**src/rtl/apb_master_bridge.sv**
```systemverilog
// apb_master_bridge: single-outstanding command/response to APB4 requester.
// Define APB_TIMEOUT_EN to abort ACCESS after TIMEOUT_CYCLES wait states.
module apb_master_bridge #(
    parameter int DATA_WIDTH     = 32,
    parameter int ADDR_WIDTH     = 32,
    parameter int TIMEOUT_CYCLES = 16
) (
    input  logic                    PCLK,
    input  logic                    PResetn,
    input  logic                    cmd_valid,
    output logic                    cmd_ready,
    input  logic                    cmd_write,
    input  logic [ADDR_WIDTH-1:0]   cmd_addr,
    input  logic [DATA_WIDTH-1:0]   cmd_wdata,
    input  logic [DATA_WIDTH/8-1:0] cmd_strb,
    output logic                    rsp_valid,
    output logic [DATA_WIDTH-1:0]   rsp_rdata,
    output logic                    rsp_err,
    output logic [ADDR_WIDTH-1:0]   PADDR,
    output logic                    PSELx,
    output logic                    PWRITE,
    output logic                    PENABLE,
    output logic [DATA_WIDTH/8-1:0] PWSTRB,
    output logic [DATA_WIDTH-1:0]   PWDATA,
    input  logic [DATA_WIDTH-1:0]   PRDATA,
    input  logic                    PREADY,
    input  logic                    PSLVERR
);
    if (DATA_WIDTH % 8 != 0 || TIMEOUT_CYCLES < 1) begin : g_bad_param
        $error("apb_master_bridge: bad DATA_WIDTH or TIMEOUT_CYCLES");
    end

    typedef enum logic [1:0] {IDLE, SETUP, ACCESS} state_t;
    state_t state, state_nxt;
    logic   accept, done, timeout;

    always_ff @(posedge PCLK or negedge PResetn) begin
        if (!PResetn) state <= IDLE;
        else          state <= state_nxt;
    end

    always_comb begin
        accept    = state == IDLE && cmd_valid;
        done      = state == ACCESS && (PREADY || timeout);
        state_nxt = accept ? SETUP : state == SETUP ? ACCESS : done ? IDLE : state;
    end

    // Bus-phase outputs decode the state flops so reset drops them at once
    assign cmd_ready = state == IDLE;
    assign PSELx     = state != IDLE;
    assign PENABLE   = state == ACCESS;

    always_ff @(posedge PCLK or negedge PResetn) begin
        if (!PResetn) begin
            PADDR     <= '0;
            PWRITE    <= 1'b0;
            PWDATA    <= '0;
            PWSTRB    <= '0;
            rsp_valid <= 1'b0;
            rsp_rdata <= '0;
            rsp_err   <= 1'b0;
        end else begin
            rsp_valid <= done;
            if (accept) begin
                PADDR  <= cmd_addr;
                PWRITE <= cmd_write;
                PWDATA <= cmd_wdata;
                PWSTRB <= cmd_write ? cmd_strb : '0;
            end
            if (done) begin
                rsp_rdata <= (PREADY && !PWRITE) ? PRDATA : '0;
                rsp_err   <= PREADY ? PSLVERR : 1'b1;
            end
        end
    end

`ifdef APB_TIMEOUT_EN
    localparam int CW = $clog2(TIMEOUT_CYCLES + 1);
    logic [CW-1:0] wait_cnt;

    always_ff @(posedge PCLK or negedge PResetn) begin
        if (!PResetn)                          wait_cnt <= '0;
        else if (state == SETUP)               wait_cnt <= '0;
        else if (state == ACCESS && !PREADY)   wait_cnt <= wait_cnt + 1'b1;
    end

    // Abort on the edge where the count reaches TIMEOUT_CYCLES; PREADY on that edge wins
    assign timeout = state == ACCESS && !PREADY && wait_cnt == CW'(TIMEOUT_CYCLES - 1);
`else
    assign timeout = 1'b0;
`endif
endmodule

```
**config.mk**
```make
export PLATFORM = sky130hd
export DESIGN_NAME = apb_master_bridge
export DESIGN_NICKNAME = d
export VERILOG_FILES = /design/src/rtl/apb_master_bridge.sv
export SDC_FILE = /design/constraint.sdc
export NUM_CORES = 1
export LEC_CHECK = 0
export BUFFER_PORTS_ARGS = -buffer_cell sky130_fd_sc_hd__buf_2
export CAP_MARGIN = 15
export CORE_ASPECT_RATIO = 0.7
export CORE_MARGIN = 1
export CORE_UTILIZATION = 41
export DETAILED_ROUTE_END_ITERATION = 12
export PLACE_DENSITY = 0.81
export SYNTH_ARGS = -nofsm -noshare
export SYNTH_HDL_FRONTEND = slang
export SYNTH_SLANG_ARGS = --single-unit
```
**constraint.sdc**
```tcl
create_clock -name PCLK -period 1.58 [get_ports PCLK]
set_input_delay 0.158 -clock PCLK [delete_from_list [all_inputs] [get_ports PCLK]]
set_output_delay 0.158 -clock PCLK [all_outputs]
set_load 0.01 [all_outputs]
```
==> out/metrics.cfg <==
[run_status]
outcome=completed

[sta]
setup-tns-final_ns=0
setup_viol=0
worstMarginPinSlew_ns=0.331
rsz0062_at_grt=no
slew_violations=0
finClkSkew_ns=0.00761
fin_crit_ns=1.51
clock.fmax_ghz=0.660
hold_violations=0
finalCritPeriodShare=0.958
worst_slack_ns=0.0657
slew_headroom=0.779

[clock_tree]
postCtsSetupBuffers=0
cts_tree=yes
clock_latency_ns=0.33
clk_pin_slew_ns=0.06
cts.sinks=105
cts_buffers=9
cts.htree.levels=3
clockBufferDepth=2
clockRootBuffer=clkbuf_16

[min_path]
worstHoldStart=cmd_addr[23]
holdPathEnd=PADDR[23]
holdPathStages=2
hold_class=input pin to register

[finish]
antenna_cells=0
finalInstanceArea_sq_um=5820
final_common_cell=buf_2
area_delta_synth_final_pct=35.3
fin_util=0.586
layout_common_cells=buf_2, dfrtp_1, mux2_2
drive_above_1_share=0.640
nets=595
multi_input_area_sq_um=1520
fill_cells=810
seqCellArea_sq_um=2630

[synth]
ys_ff_latch=105
netlist_instances=269
syn_avg_cell_area_sq_um=16.0
synth.distinct_cells=14
seq_area_frac_synth=0.610
synth_area_leaders=dfrtp_1, mux2_2, mux2_4, mux2_1, nor2b_1
syn_nets=375
synth_top_area_frac=0.610
yosys_warnings=0
synth.cell_area_sq_um=4310
synth_top_area_cell=dfrtp_1

[setup_path]
arrival_ns=1.73
path_class=register to register
crit_required_ns=1.80
rr_endpoint=PWDATA[19]
critPathLaunch=state[0]
reg2reg_slack_ns=0.07
cp_max_fo=25
reg2reg_from=state[0]
reg2regPathDepth=4
cp-start-kind=register
end_kind=register

[place]
placed_area_sq_um=5550
place_hpwl_mm=7.21
dpl_worst_slack_ns=0.0573
gp_congestion=0.733
portBuffers=211

[drt]
wl_mm=9.39
drtIter0Drc=64
viasPerCell=4.72
via_count=2935
routedWlPerCell_um=15.1
ant_nets=0
dr.pass1.iters=4
drcViolationCount=0

[power_and_ir_drop]
leakage_nw=2.97
ir_drop_mv=1.06
p_per_area_nw_per_um2=2030

[floorplan]
core_area_sq_um=9950
die_h_um=87.7
initial_core_util=0.433
die_area_sq_um=10900
ios=212
rows=30
die-width_um=124

[global_route]
antenna_found_initial=0
grt_pass1_wl_mm=15.4
grt_pass1_vias=3088
grt-ovfl-total=0
grt.total_usage=0.183
grt_max_degree=57

[job]
drv_cap=0

[repair_timing]
item                                   4_1_cts  5_1_grt
endpoints found under the hold margin      105        0
hold buffers                                 1        0
resized for setup                            0        0
[stage by stage]
step | std cells | total power, mW | hold slack (ns)
4_1_cts | 622 | 12.0 | 0.0230
3_3_place_gp | 605 | 9.67 | 0.0164
5_1_grt | 622 | 12.6 | 0.0235
2_1_floorplan | 269 | 7.80 | -0.138
6_report | 622 | 11.8 | 0.0408
3_5_place_dp | 605 | 9.90 | 0.0146
[critical path, stage by stage, from the launching register on]
cell and delay, ns:
dfrtp_1 0.45, nor3b_4 0.23, buf_12 0.18, buf_12 0.18, mux2_2 0.35
[flip-flops by register name (all words and copies together), names as in the netlist]
name and cells:
rsp_rdata 32, PWDATA 32, PWSTRB 4, rsp_valid 1, PWRITE 1, PADDR 32, rsp_err 1, state 2
[power by group]
group	switching, mW	internal (mW)	total, mW
logic	2.32	2.74	5.07
clock network	0.910	1.07	1.98
registers	0.702	4.04	4.74
total	3.94	7.86	11.8
[per-layer routing]
metal / global-route usage / part of all wire / vias to the layer above / wire (um)
met4: 0.0559 / 0.011 / 0 / 106
met1: 0.218 / 0.41 / 1433 / 3880
li1: - / - / 1346 / -
met5: 0 / 0 / - / 0
met3: 0.0739 / 0.087 / 13 / 812
met2: 0.307 / 0.49 / 143 / 4590
[cell type report]
type | instances | share of cell area
Clock buffer | 12 | 0.0406
Timing Repair Buffer | 223 | 0.211
Tap cell | 128 | 0.0275
Sequential cell | 105 | 0.451
Clock inverter | 4 | 0.00516
Inverter | 6 | 0.00387
Multi-Input combinational cell | 144 | 0.261
[Yosys cell counts (all sizes together)]
cell      n
nor3b     1
buf      11
nor2      1
mux2i     4
nand2     4
a21o      2
mux2     98
clkbuf    3
and3b     1
nor2b    33
dfrtp   105
inv       6
[kinds of logic after synthesis]
logic type / count (synthesis) / synth area share
flip-flops: 105 / 0.610
multiplexers: 102 / 0.291
AND/OR/NAND/NOR: 40 / 0.0587
buffers and inverters: 20 / 0.0366
AO/OA/AOI/OAI: 2 / 0.00349
[worst max path at each step]
stage	end
2_1_floorplan	PADDR[31]
3_3_place_gp	PADDR[31]
3_5_place_dp	PWDATA[19]
4_1_cts	PWDATA[19]
5_1_grt	PWDATA[19]
6_report	PWDATA[19]
Power figures use the tool's default switching activity.
